$ cat src/rtl/mau_pkg.sv
// Shared constants for the memory access unit: RV32I load/store width codes
// and the FSM state encoding.
package mau_pkg;

    localparam logic [2:0] F3_B  = 3'b000;
    localparam logic [2:0] F3_H  = 3'b001;
    localparam logic [2:0] F3_W  = 3'b010;
    localparam logic [2:0] F3_BU = 3'b100;
    localparam logic [2:0] F3_HU = 3'b101;

    localparam logic [1:0] ST_IDLE  = 2'd0;
    localparam logic [1:0] ST_READ  = 2'd1;
    localparam logic [1:0] ST_WRITE = 2'd2;
    localparam logic [1:0] ST_RESP  = 2'd3;

    typedef enum logic [1:0] {
        S_IDLE  = ST_IDLE,
        S_READ  = ST_READ,
        S_WRITE = ST_WRITE,
        S_RESP  = ST_RESP
    } mau_state_e;

    function automatic logic f3_illegal(input logic [2:0] f3);
        return (f3 == 3'b011) || (f3 == 3'b110) || (f3 == 3'b111);
    endfunction

endpackage

$ cat src/rtl/memory_access_unit_lane_align.sv
// Byte/half lane handling: extracts and extends load data from a memory word,
// and merges store data into a word for read-modify-write.
module lane_align
    import mau_pkg::*;
(
    input  logic [2:0]  funct3_i,
    input  logic [1:0]  offset_i,
    input  logic [31:0] word_i,
    input  logic [31:0] wdata_i,
    output logic [31:0] load_data_o,
    output logic [31:0] store_data_o
);

    logic [7:0]  byte_sel;
    logic [15:0] half_sel;

    always_comb begin
        byte_sel = word_i[7:0];
        case (offset_i)
            2'd0:    byte_sel = word_i[7:0];
            2'd1:    byte_sel = word_i[15:8];
            2'd2:    byte_sel = word_i[23:16];
            default: byte_sel = word_i[31:24];
        endcase
        half_sel = offset_i[1] ? word_i[31:16] : word_i[15:0];
    end

    always_comb begin
        load_data_o = 32'd0;
        case (funct3_i)
            F3_B:    load_data_o = {{24{byte_sel[7]}}, byte_sel};
            F3_H:    load_data_o = {{16{half_sel[15]}}, half_sel};
            F3_W:    load_data_o = word_i;
            F3_BU:   load_data_o = {24'd0, byte_sel};
            F3_HU:   load_data_o = {16'd0, half_sel};
            default: load_data_o = 32'd0;
        endcase
    end

    // Sub-word stores keep the untouched lanes of the captured word.
    always_comb begin
        store_data_o = word_i;
        case (funct3_i)
            F3_B: begin
                case (offset_i)
                    2'd0:    store_data_o[7:0]   = wdata_i[7:0];
                    2'd1:    store_data_o[15:8]  = wdata_i[7:0];
                    2'd2:    store_data_o[23:16] = wdata_i[7:0];
                    default: store_data_o[31:24] = wdata_i[7:0];
                endcase
            end
            F3_H: begin
                if (offset_i[1]) store_data_o[31:16] = wdata_i[15:0];
                else             store_data_o[15:0]  = wdata_i[15:0];
            end
            default: store_data_o = wdata_i;
        endcase
    end

endmodule

$ cat src/rtl/memory_access_unit.sv
// CPU-side load/store unit in front of a word-wide data memory with a
// combinational read port; sub-word stores are done as read-modify-write.
module memory_access_unit
    import mau_pkg::*;
#(
    parameter int DEPTH = 8,
    parameter int WIDTH = 32
) (
    input  logic             clk,
    input  logic             rst_n,
    input  logic             req_valid,
    output logic             req_ready,
    input  logic             req_write,
    input  logic [2:0]       req_funct3,
    input  logic [31:0]      req_addr,
    input  logic [31:0]      req_wdata,
    output logic             resp_valid,
    input  logic             resp_ready,
    output logic [31:0]      resp_rdata,
    output logic             resp_error,
    output logic [DEPTH-1:0] mem_read_address,
    input  logic [WIDTH-1:0] mem_read_data,
    output logic [DEPTH-1:0] mem_write_address,
    output logic [WIDTH-1:0] mem_write_data,
    output logic             mem_write_enable,
    output logic [1:0]       mem_write_width,
    output logic [1:0]       dbg_state_o
);

    // Handshakes: a request transfers on a cycle where req_valid && req_ready;
    // a response transfers on a cycle where resp_valid && resp_ready, and the
    // response outputs stay stable while resp_valid is high and resp_ready low.

    mau_state_e       state_q, state_d;
    logic             write_q;
    logic [2:0]       funct3_q;
    logic [DEPTH-1:0] waddr_q;
    logic [1:0]       off_q;
    logic [31:0]      wdata_q;
    logic [31:0]      word_q;
    logic [31:0]      rdata_q;
    logic             error_q;

    logic        accept;
    logic        req_err;
    logic        addr_high_nz;
    logic [31:0] align_word;
    logic [31:0] load_data;
    logic [31:0] store_data;

    assign accept       = (state_q == S_IDLE) && req_valid;
    assign addr_high_nz = (req_addr >> (DEPTH + 2)) != 32'd0;

    always_comb begin
        req_err = f3_illegal(req_funct3) || addr_high_nz;
        if (req_write && ((req_funct3 == F3_BU) || (req_funct3 == F3_HU))) req_err = 1'b1;
        if (((req_funct3 == F3_H) || (req_funct3 == F3_HU)) && req_addr[0]) req_err = 1'b1;
        if ((req_funct3 == F3_W) && (req_addr[1:0] != 2'd0)) req_err = 1'b1;
    end

    always_comb begin
        state_d = state_q;
        case (state_q)
            S_IDLE: begin
                if (req_valid) begin
                    if (req_err)                                 state_d = S_RESP;
                    else if (req_write && (req_funct3 == F3_W)) state_d = S_WRITE;
                    else                                         state_d = S_READ;
                end
            end
            S_READ:  state_d = write_q ? S_WRITE : S_RESP;
            S_WRITE: state_d = S_RESP;
            S_RESP:  if (resp_ready) state_d = S_IDLE;
            default: state_d = S_IDLE;
        endcase
    end

    always_ff @(posedge clk or negedge rst_n) begin
        if (!rst_n) begin
            state_q  <= S_IDLE;
            write_q  <= 1'b0;
            funct3_q <= 3'd0;
            waddr_q  <= '0;
            off_q    <= 2'd0;
            wdata_q  <= 32'd0;
            word_q   <= 32'd0;
            rdata_q  <= 32'd0;
            error_q  <= 1'b0;
        end else begin
            state_q <= state_d;
            if (accept) begin
                write_q  <= req_write;
                funct3_q <= req_funct3;
                waddr_q  <= req_addr[DEPTH+1:2];
                off_q    <= req_addr[1:0];
                wdata_q  <= req_wdata;
                rdata_q  <= 32'd0;
                error_q  <= req_err;
            end
            if (state_q == S_READ) begin
                word_q <= mem_read_data;
                if (!write_q) rdata_q <= load_data;
            end
        end
    end

    // Loads align the live read data; stores merge into the word captured in READ.
    assign align_word = (state_q == S_READ) ? mem_read_data : word_q;

    lane_align u_lane_align (
        .funct3_i     (funct3_q),
        .offset_i     (off_q),
        .word_i       (align_word),
        .wdata_i      (wdata_q),
        .load_data_o  (load_data),
        .store_data_o (store_data)
    );

    assign req_ready         = (state_q == S_IDLE);
    assign resp_valid        = (state_q == S_RESP);
    assign resp_rdata        = rdata_q;
    assign resp_error        = error_q;
    assign mem_read_address  = waddr_q;
    assign mem_write_address = waddr_q;
    assign mem_write_enable  = (state_q == S_WRITE);
    assign mem_write_width   = mem_write_enable ? 2'd3 : 2'd0;
    assign mem_write_data    = mem_write_enable ? store_data : '0;
    assign dbg_state_o       = state_q;

endmodule

$ cat config.mk
export PLATFORM = sky130hd
export DESIGN_NAME = memory_access_unit
export DESIGN_NICKNAME = d
export VERILOG_FILES = /design/src/rtl/mau_pkg.sv /design/src/rtl/memory_access_unit_lane_align.sv /design/src/rtl/memory_access_unit.sv
export SDC_FILE = /design/constraint.sdc
export NUM_CORES = 1
export LEC_CHECK = 0
export BUFFER_PORTS_ARGS = -buffer_cell sky130_fd_sc_hd__buf_2
export CORE_MARGIN = 4
export CORE_UTILIZATION = 56
export CTS_BUF_LIST = sky130_fd_sc_hd__clkbuf_8
export DETAILED_ROUTE_END_ITERATION = 7
export GPL_ROUTABILITY_DRIVEN = 0
export HOLD_SLACK_MARGIN = 0.03
export PLACE_DENSITY = 0.87
export SKIP_LAST_GASP = 1
export SLEW_MARGIN = 20
export SYNTH_ARGS = -nofsm -noshare
export SYNTH_HDL_FRONTEND = slang
export SYNTH_SLANG_ARGS = --single-unit
$ cat constraint.sdc
create_clock -name clk -period 3 [get_ports clk]
set_input_delay 0.6 -clock clk [delete_from_list [all_inputs] [get_ports clk]]
set_output_delay 0.6 -clock clk [all_outputs]
set_load 0.02 [all_outputs]
* Word-level counts from Yosys, hierarchy flattened
Index checks and enable logic that the tools add are counted.
W data, S select, Z words.
** Word-level totals
- Bits in registers :: 113
- Input port bits :: 104
- Word-level logic and storage cells :: 69
- Output and inout port bits :: 88
** Operators by class
- Reduce and logical (&&, ||, !) cells :: 17
- Muxes and demuxes :: 25
- Equality and inequality tests :: 18
** Operators with widths (number)
- $mux W32 :: 5
- $pmux W32 S5 :: 1
- $pmux W32 S2 :: 1
- $mux W16 :: 3
- $mux W8 :: 4
- $reduce_bool A32 Y1 :: 1
- $pmux W8 S3 :: 1
- $eq A3 B3 Y1 const B :: 6
- $mux W2 :: 5
- $eq A3 B2 Y1 const B :: 3
- $pmux W2 S4 :: 1
- $eq A2 B2 Y1 const B :: 3
- $eq A3 B1 Y1 const B :: 2
- $logic_and A1 B1 Y1 :: 5
- $logic_or A1 B1 Y1 :: 5
- $eq A2 B1 Y1 const B :: 2
- $logic_not A2 Y1 :: 2
- $mux W1 :: 4
- $logic_not A3 Y1 :: 1
- $reduce_or A3 Y1 :: 1
- $ne A2 B1 Y1 const B :: 1
- $ne A2 B2 Y1 const B :: 1
- $reduce_and A2 Y1 :: 1
- $reduce_bool A2 Y1 :: 1

* Depth between registers and ports, before layout
Gate-level depths: netlist of run 1.
- Word-level depth :: 10
- Mapped depth :: 8
- Gate-level depth less buffers :: 6

* By module
A second synthesis of run 1 with hierarchy kept.
** Unflattened totals
- Cells, all modules :: 564
- Area total of the unflattened synthesis :: 6399.9 µm²
** By module, submodules not included
- memory_access_unit :: area an instance 4688.2 µm², instances 1, cells each 319, seq. area each 2827.7 µm²
- lane_align :: area an instance 1711.6 µm², instances 1, cells each 245, seq. area each 0.0 µm²

* Worst setup path after synthesis of run 1
No wires, ideal clock.
- Path type :: register to output
- From :: register state_q[1] (netlist: dbg_state_o[1])
- To :: output mem_write_data[16]
- Path buffers :: 2
- Stages on the path, launching flop included :: 8
- Arrival :: 1.942 ns
- Data required time :: 2.400 ns
- Slack :: 0.458 ns
- Cell sequence :: dfrtp_1 inv_1 ha_1 buf_6 buf_2 mux2_2 o211ai_1 a21boi_0
** Between the ends
- Longest elaborated chain between the ends :: 5
- Elaborated cells between the ends (all ways) :: 7
- Classes of those cells :: 2 x eq/ne; 5 x mux
** Ends and longest elaborated chain
- start: declaration :: RTL line memory_access_unit.sv:34 : mau_state_e state_q, state_d;
- start signal: assignment :: RTL line memory_access_unit.sv:90 : state_q <= state_d;
- $eq A2 B1 Y1 (*) :: RTL line memory_access_unit.sv:108 : assign align_word = (state_q == S_READ) ? mem_read_data : word_q;
- $mux W32 (*)
- via align_word[16] :: RTL line memory_access_unit.sv:47 : logic [31:0] align_word;
- $mux W16 / $mux W8 (equally long branches) :: RTL line memory_access_unit_lane_align.sv:53, memory_access_unit_lane_align.sv:45
- $pmux W32 S2 (*) :: RTL line memory_access_unit_lane_align.sv:43 : case (funct3_i)
- $mux W32 (*) :: RTL line memory_access_unit.sv:127 : assign mem_write_data = mem_write_enable ? store_data : '0;
- end: declaration :: RTL line memory_access_unit.sv:24 : output logic [WIDTH-1:0] mem_write_data,
The timed path passes the listed nets; every way through them passes the cells marked *.

* Worst setup path after layout of run 1
- From :: register state_q[1] (netlist: dbg_state_o[1])
- To :: output mem_write_data[30]
The elaborated chain is that of the path after synthesis.

==> flow_summary.ini, run 1 <==
[logic_synthesis]
ys_types = 52
syn_nets = 606
ys_seq_area_share_pct = 48.6
synth_warnings = 0
synthesis.area_mm2 = 0.00582
synth_edf_count = 0
synthArstFlopShare_pct = 100
synth_top_area_share_pct = 48.6
synth.avg_cell_area_um2 = 11.7
synth.ff_latch_count = 113
synth_area_leaders = dfrtp_1 49%, mux2_2 17%, a22oi_1 3.0%, a221o_1 2.8%, o21ai_0 2.1%
synth_cells = 498
synth_largest_area_cell = dfrtp_1
synthFlopType = dfrtp_1

[power]
vdd.ir_drop.worst_uv = 899
leakagePower_nw = 3.51
p_per_area_mw_per_mm2 = 1260
power_mw = 9.31

[sta]
finalHoldViolations = 0
finalClockSkew_ns = 0.00975
finalCriticalPeriod_ns = 2.94
rsz0062_at_grt = true
tightest_slew_ns = 1.05
totalNegativeSetupSlack_ns = 0
finalCritPeriodShare_pct = 98.0
slew_violations = 0
slew_headroom_pct = 29.6
finalSetupViolations = 0
fmaxAchievable_mhz = 340
timing.final.ws_setup_ns = 0.0608

[placed_design]
pre_cts_ws_ns = 0.313
place_area_mm2 = 0.00685
dp_hpwl_um = 13200
numPortBuffers = 191

[critical_path]
worstPathCellList = inv_2 -> ha_4 -> buf_12 -> mux2_2 -> a221oi_1 -> a21oi_1 -> buf_2
cp_data_arrival_time_ns = 2.34
cp_max_fo = 18
cp-start-kind = register
worstPathRequired_ns = 2.40
critPathCaptureType = output pin
startpoint = dbg_state_o[1]
critPathMaxStageDelay_ns = 0.43
rr_endpoint = resp_rdata[20]
reg2reg_from = dbg_state_o[1]
path_buf_inv = 3
reg2reg_slack_ns = 0.30
crit_path_top_delay_cell = mux2_2
critPathKind = reg -> out
critical-path-top-delay-family = buffers and inverters
r2r_cells = 7

[clock_tree]
clk_latency_ns = 0.44
cts_tree = built
root_buffer = clkbuf_8
htreeDepth = 4
path_clk_slew_ns = 0.07
hold_buffers = 0
clk_path_buf_depth = 2
cts_buffers = 17
cts_sinks = 113

[cells_and_area]
final_core_util_pct = 74.2
fillers = 651
fin_nets = 790
antenna_cells = 0
syn2layout_area_growth_pct = 26.8
final-seq-area_mm2 = 0.00283
layout-drive-gt1-share_pct = 51.5
multiInputGateArea_mm2 = 0.00279
final_area_mm2 = 0.00738

[detailed_routing]
drc_errors = 0
first_iter_violations = 550
via_count = 5278
ant_nets = 0
firstDrtPassIters = 6
wl_um = 18700
vias_per_cell = 6.37
wl_per_cell_um = 22.6

[global_route]
antenna_found_initial = 0
grtUsageTotal_pct = 31.2
grt_pass1_vias = 5175
grt_max_degree = 66
globalRouteOverflowTotal = 0
grt_pass1_wl_um = 28100

[die]
coreArea_mm2 = 0.00995
chipWidth_um = 110
die_y_um = 110
ioPinCount = 192
start_util_pct = 58.5
row_count = 36
die_area_mm2 = 0.0121

[job]
maxCapViolCount = 0

[outcome]
status = completed

[worst_hold_path]
worstHoldPathType = in -> async
logic make-up (layout without fill, tap and decap cells):
logic type	Yosys count	after routing	synth area share (%)
compound gates	133	133	17.9
fa+ha+maj	4	4	0.860
buf+inv	57	254	4.94
flops	113	113	48.6
mux	88	88	17.2
simple gates	103	103	10.5
report_power, final:
group / total, mW / internal [mW] / switching, mW / leakage (nW)
logic: 5.03 / 2.08 / 2.96 / 1.93
clock network: 1.48 / 0.794 / 0.682 / 0.200
registers: 2.80 / 2.23 / 0.572 / 1.39
what timing repair did:
action                                  CTS  global route
pin swaps                                 2             6
cloned                                    1             0
gates resized for setup                   5            14
endpoints found under the setup margin   15            25
setup buffers                             0             2
synthesized netlist by cell type (8+ instances only):
cell type	instances
dfrtp_1	113
buf_4	10
o211ai_1	13
nand2b_1	8
o211ai_2	8
buf_2	11
mux2_2	87
a221o_1	16
nor2_1	23
inv_1	13
nor2b_1	10
nor3b_1	11
clkbuf_1	20
a22oi_1	23
nand3b_1	8
o21ai_0	25
nand2_1	14
a21boi_0	8
how the worst max path moves through the flow:
stage	end	slack, ns	cells past startpoint
after floorplan	mem_write_data[16]	0.46	7
after global placement	mem_write_data[0]	0.45	5
after detailed placement	resp_rdata[20]	0.31	7
after CTS	mem_write_data[19]	-0.0004	7
after global routing	mem_write_data[30]	-0.008	7
final	mem_write_data[30]	0.06	7
metrics by stage:
step | hold WS [ns] | instances
finish | 0.174 | 828
global route | 0.211 | 828
CTS | 0.190 | 826
detailed placement | 0.494 | 793
global placement | 0.486 | 793
floorplan | 0.304 | 498
registers in the layout (all words and copies together), names as in the netlist:
| name | flops |
|---|---|
| dbg_state_o | 2 |
| mem_read_address | 8 |
| off_q | 2 |
| resp_rdata | 32 |
| write_q | 1 |
| wdata_q | 32 |
| resp_error | 1 |
| funct3_q | 3 |
| word_q | 32 |
layout make-up:
cell class	count	share of cell area (%)
timing repair buffer	209	15.5
clock inverter	13	2.02
sequential	113	38.3
inverter	13	0.661
multi-input combinational	328	37.7
clock buffer	19	3.54
tap	133	2.25
cells in the final DEF (no fill, tap or decap), types with 8 or more instances in the layout:
master / instances
nand2b_1: 8
nor2_1: 21
clkbuf_8: 19
mux2_2: 80
a221o_1: 16
nor3b_1: 10
nand3b_1: 8
a21boi_0: 8
nand2_1: 13
buf_2: 190
o211ai_1: 13
a22oi_1: 23
inv_1: 12
buf_4: 16
o21ai_0: 25
nor2b_1: 9
dfrtp_1: 112
o211ai_2: 8
routing by layer:
layer / vias to the layer above / part of all wire (%) / track usage, %
met5: - / 0 / 0
li1: 2245 / - / -
met3: 86 / 13 / 9.81
met1: 2537 / 36 / 40.0
met4: 0 / 4.1 / 12.6
met2: 410 / 47 / 49.4
Power figures use the tool's default switching activity.
==> run 2, diff against run 1 <==
--- a/config.mk
+++ b/config.mk
@@ -6,13 +6,15 @@
 export NUM_CORES = 1
 export LEC_CHECK = 0
 export BUFFER_PORTS_ARGS = -buffer_cell sky130_fd_sc_hd__buf_2
-export CORE_MARGIN = 4
-export CORE_UTILIZATION = 56
+export CELL_PAD_IN_SITES_DETAIL_PLACEMENT = 1
+export CELL_PAD_IN_SITES_GLOBAL_PLACEMENT = 1
+export CORE_UTILIZATION = 44
 export CTS_BUF_LIST = sky130_fd_sc_hd__clkbuf_8
 export DETAILED_ROUTE_END_ITERATION = 7
 export GPL_ROUTABILITY_DRIVEN = 0
 export HOLD_SLACK_MARGIN = 0.03
-export PLACE_DENSITY = 0.87
+export MAX_ROUTING_LAYER = met4
+export PLACE_DENSITY_LB_ADDON = 0.1
 export SKIP_LAST_GASP = 1
 export SLEW_MARGIN = 20
 export SYNTH_ARGS = -nofsm -noshare
==> run 2 against run 1 <==
Net effect:
- the run now ends with setup timing left
- fmax shrank 2.8%
- flip-flop and latch count is the same
- critical path depth grew 1
- critical path type unchanged
- largest power group unchanged
==> flow_summary.ini, run 2 (synthesis results as in run 1) <==
[clock_tree]
cts_sinks = 113
path_clk_slew_ns = 0.07
cts_tree = built
htreeDepth = 4
cts_buffers = 17
clk_path_buf_depth = 2
root_buffer = clkbuf_8
clk_latency_ns = 0.45

[critical_path]
cp_max_fo = 6
worstPathRequired_ns = 2.40
critPathKind = reg -> out
r2r_cells = 7
rr_endpoint = resp_rdata[28]
cp_data_arrival_time_ns = 2.42
reg2reg_from = dbg_state_o[1]
cp-start-kind = register
critPathCaptureType = output pin
reg2reg_slack_ns = 0.22

[job]
maxCapViolCount = 0

[detailed_routing]
wl_per_cell_um = 22.2
wl_um = 19600
vias_per_cell = 5.72
via_count = 5048
ant_nets = 0
first_iter_violations = 372
drc_errors = 0
firstDrtPassIters = 5

[cells_and_area]
final_common_cell = buf_2
syn2layout_area_growth_pct = 31.3
stdcell_count = 883
final_core_util_pct = 59.8
layout-drive-gt1-share_pct = 52.9
fin_nets = 806
final_cell_mix = 188 x buf_2, 110 x dfrtp_1, 75 x mux2_2
antenna_cells = 0

[worst_hold_path]
worstHoldPathType = in -> async

[placed_design]
numPortBuffers = 191
dp_hpwl_um = 14100
pre_cts_ws_ns = 0.319
placed_cells = 836

[global_route]
antenna_found_initial = 0
grt_pass1_wl_um = 29100
grtUsageTotal_pct = 30.4
grt_max_degree = 50
grt_pass1_vias = 5162
globalRouteOverflowTotal = 0

[die]
coreArea_mm2 = 0.0128
die_area_mm2 = 0.0137
ioPinCount = 192
chipWidth_um = 117
die_y_um = 117
row_count = 41
start_util_pct = 45.6

[sta]
finalSetupViolations = 1
timing.final.ws_setup_ns = -0.0233
finalClockSkew_ns = 0.00874
finalHoldViolations = 0
tightest_slew_ns = 0.998
finalCriticalPeriod_ns = 3.02
rsz0062_at_grt = true
hold_ws_ns = 0.191
totalNegativeSetupSlack_ns = -0.0233
slew_headroom_pct = 33.2
finalCritPeriodShare_pct = 101
slew_violations = 0
fmaxAchievable_mhz = 331

[power]
vdd.ir_drop.worst_uv = 580
p_per_area_mw_per_mm2 = 1270
leakagePower_nw = 3.63

[outcome]
violations = setup timing
status = complete, but fails checks
run 2: changes by cell type in the layout (fill, tap and decap cells not counted), sizes merged:
cell,previous run,this run
clkbuf,19,22
bufinv,2,3
inv,18,16
buf,208,222
run 2: through the flow:
step                total power, mW  area [um2]
finish                         9.69        7640
global route                   10.2        7640
CTS                            9.36        7430
detailed placement             7.63        6930
global placement               7.47        6930
floorplan                      5.98        5820
run 2: critical path: stages (launching register included):
cell and delay [ns]:
dfrtp_1 0.42, inv_2 0.10, ha_4 0.18, buf_12 0.14, buf_12 0.12, mux2_4 0.34
a222oi_1 0.40, nor2b_1 0.11, buf_4 0.17
run 2: layer usage:
metal | share of wire (%) | GRT usage (%) | up-vias
met2 | 47 | 46.0 | 201
li1 | - | - | 2267
met1 | 45 | 40.8 | 2547
met4 | 2.4 | 10.9 | 0
met3 | 5.6 | 5.72 | 33
met5 | 0 | - | -
run 2: how the worst max path moves through the flow:
| stage | from | endpoint | cells after the start |
|---|---|---|---|
| floorplan | dbg_state_o[1] | mem_write_data[16] | 7 |
| global placement | dbg_state_o[1] | resp_rdata[31] | 7 |
| detailed placement | dbg_state_o[1] | resp_rdata[28] | 7 |
| CTS | dbg_state_o[1] | mem_write_data[8] | 7 |
| global route | dbg_state_o[1] | mem_write_data[13] | 8 |
| finish | dbg_state_o[1] | mem_write_data[13] | 8 |
run 2: timing repair:
action | 4_1_cts | 5_1_grt
pin swaps | 6 | 11
hold endpoints to repair | 0 | 0
buffers inserted | 0 | 12
hold buffers | 0 | 0
cloned | 1 | 2
endpoints found under the setup margin | 17 | 43
gates resized for setup | 9 | 22
run 2: power by group:
part	switching (mW)	total, mW	leakage (nW)	internal, mW
sequential	0.579	2.81	1.38	2.23
combinational	3.03	5.31	2.03	2.28
clock	0.677	1.57	0.213	0.890
run 2: area by class of cell:
cell class | count | area [um2]
clock buffers | 20 | 275
fillers | 1373 | 5130
clock inverters | 12 | 156
flip-flops and latches | 113 | 2830
multi-input cells | 328 | 2800
inverters | 13 | 48.8
repair buffers | 225 | 1320
well taps | 172 | 215
